File: src/rtl/amp_pga_spi_slave.sv
// Multi-channel programmable-gain-amp SPI slave: oversampled SPI receive,
// gain readback, shutdown-pulse init sequence and sticky protocol-error flags.
module amp_pga_spi_slave #(
    parameter int CHANNELS   = 2,
    parameter int GAIN_W     = 4,
    parameter int VALID_MAX  = 7,
    parameter int FRAME_BITS = CHANNELS * GAIN_W,
    parameter int CNT_W      = $clog2(FRAME_BITS + 2)
) (
    input  logic                         CLK,
    input  logic                         RST,
    input  logic                         SPI_SCK,
    input  logic                         SPI_MOSI,
    input  logic                         AMP_CS,
    input  logic                         AMP_SHDN,
    input  logic                         ERR_CLR,
    output logic                         AMP_DOUT,
    output logic [CHANNELS*GAIN_W-1:0]   GAIN,
    output logic                         GAIN_VALID,
    output logic                         READY,
    output logic                         ERR_NORESET,
    output logic                         ERR_LEN,
    output logic [CHANNELS-1:0]          ERR_CODE,
    output logic [CNT_W-1:0]             LAST_COUNT
);

    typedef enum logic [1:0] {
        ST_UNINIT,
        ST_SHDN,
        ST_IDLE,
        ST_RECV
    } state_t;

    state_t state, state_n;

    // [0],[1] synchroniser stages, [2] history for edge detection
    logic [2:0] sck_q, cs_q, shdn_q;
    logic [1:0] mosi_q;

    always_ff @(posedge CLK) begin
        if (RST) begin
            sck_q  <= '0;
            cs_q   <= '1;
            shdn_q <= '0;
            mosi_q <= '0;
        end else begin
            sck_q  <= {sck_q[1:0], SPI_SCK};
            cs_q   <= {cs_q[1:0], AMP_CS};
            shdn_q <= {shdn_q[1:0], AMP_SHDN};
            mosi_q <= {mosi_q[0], SPI_MOSI};
        end
    end

    logic sck_rise, sck_fall, cs_rise, cs_fall, shdn_rise, shdn_fall;

    assign sck_rise  =  sck_q[1]  & ~sck_q[2];
    assign sck_fall  = ~sck_q[1]  &  sck_q[2];
    assign cs_rise   =  cs_q[1]   & ~cs_q[2];
    assign cs_fall   = ~cs_q[1]   &  cs_q[2];
    assign shdn_rise =  shdn_q[1] & ~shdn_q[2];
    assign shdn_fall = ~shdn_q[1] &  shdn_q[2];

    logic [FRAME_BITS-1:0] in_sr, in_sr_n;
    logic [FRAME_BITS-1:0] out_sr, out_sr_n;
    logic [FRAME_BITS-1:0] gain_n;
    logic [CNT_W-1:0]      cnt, cnt_n, last_n;
    logic                  valid_n, err_nr_n, err_len_n, dout_n;
    logic [CHANNELS-1:0]   err_code_n;
    logic [GAIN_W-1:0]     code;

    always_ff @(posedge CLK) begin
        if (RST) begin
            state       <= ST_UNINIT;
            in_sr       <= '0;
            out_sr      <= '0;
            cnt         <= '0;
            GAIN        <= '0;
            LAST_COUNT  <= '0;
            GAIN_VALID  <= 1'b0;
            ERR_NORESET <= 1'b0;
            ERR_LEN     <= 1'b0;
            ERR_CODE    <= '0;
            AMP_DOUT    <= 1'b0;
        end else begin
            state       <= state_n;
            in_sr       <= in_sr_n;
            out_sr      <= out_sr_n;
            cnt         <= cnt_n;
            GAIN        <= gain_n;
            LAST_COUNT  <= last_n;
            GAIN_VALID  <= valid_n;
            ERR_NORESET <= err_nr_n;
            ERR_LEN     <= err_len_n;
            ERR_CODE    <= err_code_n;
            AMP_DOUT    <= dout_n;
        end
    end

    always_comb begin
        state_n    = state;
        in_sr_n    = in_sr;
        out_sr_n   = out_sr;
        cnt_n      = cnt;
        gain_n     = GAIN;
        last_n     = LAST_COUNT;
        valid_n    = 1'b0;
        err_code_n = ERR_CODE;
        code       = '0;
        // Clear first so that a same-cycle set event below takes priority
        err_nr_n   = ERR_CLR ? 1'b0 : ERR_NORESET;
        err_len_n  = ERR_CLR ? 1'b0 : ERR_LEN;

        if (shdn_rise) begin
            state_n = ST_SHDN;
        end else begin
            case (state)
                ST_UNINIT: begin
                    if (cs_fall) err_nr_n = 1'b1;
                end
                ST_SHDN: begin
                    gain_n   = '0;
                    in_sr_n  = '0;
                    out_sr_n = '0;
                    if (cs_fall)   err_nr_n = 1'b1;
                    if (shdn_fall) state_n  = ST_IDLE;
                end
                ST_IDLE: begin
                    if (cs_fall) begin
                        // Channel CHANNELS-1 already sits at the MSB end of GAIN
                        out_sr_n = GAIN;
                        cnt_n    = '0;
                        state_n  = ST_RECV;
                    end
                end
                ST_RECV: begin
                    if (cs_rise) begin
                        state_n = ST_IDLE;
                        last_n  = cnt;
                        if (cnt == CNT_W'(FRAME_BITS)) begin
                            gain_n  = in_sr;
                            valid_n = 1'b1;
                            for (int unsigned k = 0; k < CHANNELS; k++) begin
                                code          = in_sr[k*GAIN_W +: GAIN_W];
                                err_code_n[k] = (code == '0) || (32'(code) > VALID_MAX);
                            end
                        end else begin
                            err_len_n = 1'b1;
                        end
                    end else if (sck_rise) begin
                        in_sr_n = (in_sr << 1) | FRAME_BITS'(mosi_q[1]);
                        if (cnt != CNT_W'(FRAME_BITS + 1))
                            cnt_n = cnt + CNT_W'(1);
                    end else if (sck_fall) begin
                        out_sr_n = out_sr << 1;
                    end
                end
                default: state_n = ST_UNINIT;
            endcase
        end

        // Driven from next-state values so the first bit is out before any SCK rise
        dout_n = (state_n == ST_RECV && !cs_q[1]) ? out_sr_n[FRAME_BITS-1] : 1'b0;
    end

    assign READY = (state == ST_IDLE) || (state == ST_RECV);

endmodule

File: config.mk
export PLATFORM = sky130hd
export DESIGN_NAME = amp_pga_spi_slave
export DESIGN_NICKNAME = d
export VERILOG_FILES = /design/src/rtl/amp_pga_spi_slave.sv
export SDC_FILE = /design/constraint.sdc
export NUM_CORES = 1
export LEC_CHECK = 0
export CORE_AREA = 2 2 53 93
export DETAILED_ROUTE_END_ITERATION = 6
export DIE_AREA = 0 0 55 95
export PLACE_DENSITY_LB_ADDON = 0.08
export SLEW_MARGIN = 20
export SYNTH_ARGS = -nofsm -noshare
export SYNTH_HDL_FRONTEND = slang
export SYNTH_SLANG_ARGS = --single-unit
File: constraint.sdc
create_clock -name CLK -period 2.5 [get_ports CLK]
set_clock_uncertainty 0.2 [all_clocks]
set_input_delay 0.5 -clock CLK [delete_from_list [all_inputs] [get_ports CLK]]
set_output_delay 0.5 -clock CLK [all_outputs]
set_load 0.005 [all_outputs]
Yosys cells after proc, flatten, opt, wreduce, memory -nomap -nowiden
Index checks and enable logic that the tools add are counted.
{"block": "totals", "reg_bits": 51, "in_bits": 7}
{"block": "op_classes", "addsub": 1, "n_lt_le_gt_ge": 2, "eq_ne": 14, "n_mux": 32, "bitwise": 17, "reduce_logical": 20}
{"op": "8-bit 2-to-1 mux", "n": 9}
{"op": "8-bit case mux with 2 select lines", "n": 2}
{"op": "8-bit case mux with 3 select lines", "n": 1}
{"op": "4-bit 2-to-1 mux", "n": 4}
{"op": "2-bit != test, second input constant", "n": 8}
{"op": "4-bit AND reduction", "n": 3}
{"op": "6-bit AND reduction", "n": 2}
{"op": "1-bit 2-to-1 mux", "n": 10}
{"op": "1-bit inverter", "n": 10}
{"op": "4-bit by 3-bit > comparator with 1-bit output, second input constant", "n": 2}
{"op": "4-bit logical NOT", "n": 2}
{"op": "2-bit 2-to-1 mux", "n": 4}
{"op": "8-bit by 1-bit bitwise OR with 8-bit output", "n": 1}
{"op": "4-bit case mux with 2 select lines", "n": 1}
{"op": "1-bit bitwise AND", "n": 6}
{"op": "2-bit equality test, second input constant", "n": 3}
{"op": "2-bit case mux with 3 select lines", "n": 1}
{"op": "4-bit by 1-bit adder with 4-bit output, second input constant", "n": 1}
{"op": "4-bit equality test, second input constant", "n": 1}
{"op": "4-bit != test, second input constant", "n": 1}
{"op": "2-bit nonzero test", "n": 2}
{"op": "2-bit OR reduction", "n": 2}
{"op": "4-bit OR reduction", "n": 1}
{"op": "1-bit logical OR", "n": 3}
{"op": "other kinds (6)", "n": 6}

Depth between registers and ports, before layout
{"block": "depth", "word_depth": 9, "mapped_depth": 7}

Worst setup path before layout
Ideal clock, no wire load.
{"block": "synth_timing", "path_kind": "register to register", "start": "reg cnt[1]", "end": "reg cnt[3]", "setup_ps": 70, "arrival_ps": 1460, "setup_slack_ps": 770, "stages_incl_launch_ff": 7, "period_less_slack_ps": 1730, "path_cell_list": "dfxtp_1 inv_1 ha_1 nand4b_1 nand3_1 or4_1 a21boi_1"}
{"block": "synth_via", "elab_chain_cells": 5}
{"item": "start, declared", "line": "66", "text": "logic [CNT_W-1:0] cnt, cnt_n, last_n;"}
{"item": "start signal, assigned", "line": "88", "text": "cnt <= cnt_n;"}
{"item": "4-bit by 1-bit adder with 4-bit output", "line": "152", "text": "cnt_n = cnt + CNT_W'(1);"}
{"item": "4-bit 2-to-1 mux", "line": "151", "text": "if (cnt != CNT_W'(FRAME_BITS + 1))"}
{"item": "4-bit 2-to-1 mux", "line": "149", "text": "end else if (sck_rise) begin"}
{"item": "4-bit 2-to-1 mux", "line": "136", "text": "if (cs_rise) begin"}
{"item": "4-bit case mux with 2 select lines", "line": "116", "text": "case (state)"}
Several ways; a longest one is shown, not always the timed one. The select of a mux whose other input is x is not followed.
A chain may end at the register's enable or synchronous reset.

Worst setup path after layout
{"block": "layout_timing", "start": "reg state[1]", "end": "out READY"}
{"block": "layout_via", "elab_chain_cells": 2}
{"item": "start, declared", "line": "34", "text": "state_t state, state_n;"}
{"item": "start signal, assigned", "line": "85", "text": "state <= state_n;"}
{"item": "2-bit equality test", "line": "165", "text": "assign READY = (state == ST_IDLE) || (state == ST_RECV);"}
{"item": "1-bit logical OR (*)", "line": "165"}
{"item": "end, declared", "line": "20", "text": "output logic READY,"}
Every way passes the cells marked *; elsewhere a longest branch is shown, timed or not.

==> impl_metrics.toml <==
[setup_path]
cp_data_arrival_time_ns = 1.49
slowest_stage = "clkdlybuf4s50_1"
slowest_delay_ns = 0.60
crit_buf_inv = 1
crit_path_start = "state[1]$_SDFF_PP0_"
r2r_slack_ns = 0.41
cp_num_cells = 1
critPathLaunchType = "flop"
critPathMaxFanout = 14
ff2ff_path_depth = 4
cp_cell_sequence = "clkdlybuf4s50_1"
timing.rr.start = "state[0]$_SDFF_PP0_"
crit_family = "buffers and inverters"
crit_end = "READY"
worstSetupPathType = "flop to output port"
critPathCaptureType = "output port"
crit_required_ns = 1.80
r2r-end = "AMP_DOUT$_SDFF_PP0_"

[drt]
wirelength_um = 5270
wl_per_cell_um = 16.2
vias = 1935
drt_iter0_drc = 55
ant_nets = 0
drc = 0
vias_per_cell = 5.95
dr.pass1.iters = 4

[yosys]
synth_cell_types = 43
synth_cells = 252
yosysSeqAreaShare = 0.454
avgSynthCellArea_um2 = 8.93
ys_seq_elements = 51
syn-cell-area_um2 = 2250
yosysWarningCount = 0
synth_nets = 262

[place]
gp_congestion = 0.852
numPortBuffers = 25
post-dp-hpwl_um = 3650
place_ws_ns = 0.424

[clocking]
clock-sinks = 51
cts_buffers = 5
holdBufCountCts = 0
cts.path.max_buffers = 2
clkTransAtPathRegs_ns = 0.09
cts_tree = "done"
cts_setup_buffers = 0
clk_latency_ns = 0.31
cts_resized = 0
htreeDepth = 2
cts_root_buf = "clkbuf_8"

[cells_and_area]
nNetsFinal = 282
area_growth_pct = 16.8
fin_util = 0.579
drive_gt1_frac = 0.0842
mostFrequentLayoutCells = "dfxtp_1 (51), a21oi_1 (31), clkdlybuf4s50_1 (25)"
final_common_cell = "dfxtp_1"
n_antenna_cell = 0

[hold_path]
min_path_type = "flop to flop"

[power]
power-per-cell-area_nw_per_um2 = 570
leakage_nw = 0.845
power_w = 0.00150
vdd_ir_drop_max_mv = 0.490

[timing]
tns_ns = 0
min_period_ns = 2.19
max_slew_margin = 0.602
setup_slack_ns = 0.305
max_freq_mhz = 456
final-setup-viol-count = 0
finalHoldViolCount = 0
rsz0062_at_grt = "false"
worstMarginPinSlew_ns = 0.597
slew_violations = 0
fin_crit_sh = 0.878

[global_routing]
grt.overflow.total = 0
antenna_found_initial = 0
grt_busiest_layer = "met2"
grt_pass1_wl_um = 8780
track_usage = 0.231
grt_use_met2 = 0.404
use_met1 = 0.262
grt_util_met3 = 0.0348
grt_pass1_vias = 1902
grt_max_degree = 32

[die]
num_rows = 33
die_w_um = 55
initial_core_util = 0.496
ios = 26
die_y_um = 95
coreArea_um2 = 4540
die_area_um2 = 5230

[outcome]
outcome = "complete, no violations"

[run]
max_cap_violations = 0
cell type report:
class                           count  area [µm²]
Multi-Input combinational cell    174        1090
Sequential cell                    51        1020
Tap cell                           52        65.1
Inverter                            7        26.3
Clock buffer                        6        82.6
Timing Repair Buffer               33         310
Clock inverter                      2        35.0
Fill cell                         449        1910
through the flow:
| stage | hold slack (ns) | instance area, µm² | cells |
|---|---|---|---|
| final | 0.209 | 2630 | 325 |
| after global routing | 0.251 | 2630 | 325 |
| after CTS | 0.211 | 2630 | 325 |
| after detailed placement | 0.194 | 2510 | 317 |
| after global placement | 0.196 | 2510 | 317 |
| after floorplan | 0.189 | 2250 | 252 |
registers in the layout, indices dropped and copies added, names as in the netlist, 2 cells and up:
name	count
cs_q	3
sck_q	3
in_sr	8
out_sr	8
mosi_q	2
state	2
shdn_q	3
cnt	4
ERR_CODE	2
GAIN	8
LAST_COUNT	4
logic make-up (layout without fill, tap and decap cells):
logic type,count (synthesis),after routing,synth area share
compound gates,76,76,0.191
fa+ha+maj,5,5,0.0256
buf+inv,27,48,0.0628
flops,51,51,0.454
mux,5,5,0.0222
simple gates,88,88,0.245
routing by layer:
layer  vias to the layer above  routed length [µm]
met3                        10                 165
li1                        951                   -
met4                         0                 116
met1                       936                2190
met2                        38                2800
met5                         -                   0
worst min path at each step:
stage	startpoint	endpoint	slack [ns]	cells after the start
CTS	cs_q[0]$_SDFF_PP1_	cs_q[1]$_SDFF_PP1_	0.21	1
finish	cs_q[0]$_SDFF_PP1_	cs_q[1]$_SDFF_PP1_	0.21	1
detailed placement	cs_q[0]$_SDFF_PP1_	cs_q[1]$_SDFF_PP1_	0.19	1
floorplan	cs_q[0]$_SDFF_PP1_	cs_q[1]$_SDFF_PP1_	0.19	1
global placement	cs_q[0]$_SDFF_PP1_	cs_q[1]$_SDFF_PP1_	0.20	1
global route	cs_q[0]$_SDFF_PP1_	cs_q[1]$_SDFF_PP1_	0.25	1
synth_stat cells (all sizes together):
library cell	number	share of area
nor4b	1	0.0039
a21oi	31	0.069
a211o	6	0.023
nor2	14	0.023
nor4	2	0.019
maj3	2	0.0089
or2	2	0.0056
o31ai	1	0.0033
inv	7	0.012
and2	4	0.011
and4b	1	0.0044
a22oi	1	0.0033
a211oi	3	0.010
nor3b	2	0.0067
nand3	2	0.0044
nor3	3	0.012
a21o	1	0.0033
nor2b	11	0.031
or3	1	0.0028
a31oi	2	0.0056
o21ai	28	0.062
nand4b	1	0.0039
a21boi	1	0.0033
mux2i	5	0.022
o2111ai	1	0.0039
o21a	1	0.0033
nor4bb	2	0.012
nand4	24	0.067
clkbuf	9	0.015
ha	3	0.017
nand3b	1	0.0033
nand2b	3	0.0094
nand2	12	0.020
buf	11	0.036
or4	2	0.0067
dfxtp	51	0.45
where the power goes:
part	internal [W]	total, W	switching [W]
sequential	0.000820	0.000830	0.00000972
clock	0.000324	0.000595	0.000271
combinational	0.0000280	0.0000731	0.0000452
total	0.00117	0.00150	0.000326
(Power assumes the default switching activity.)
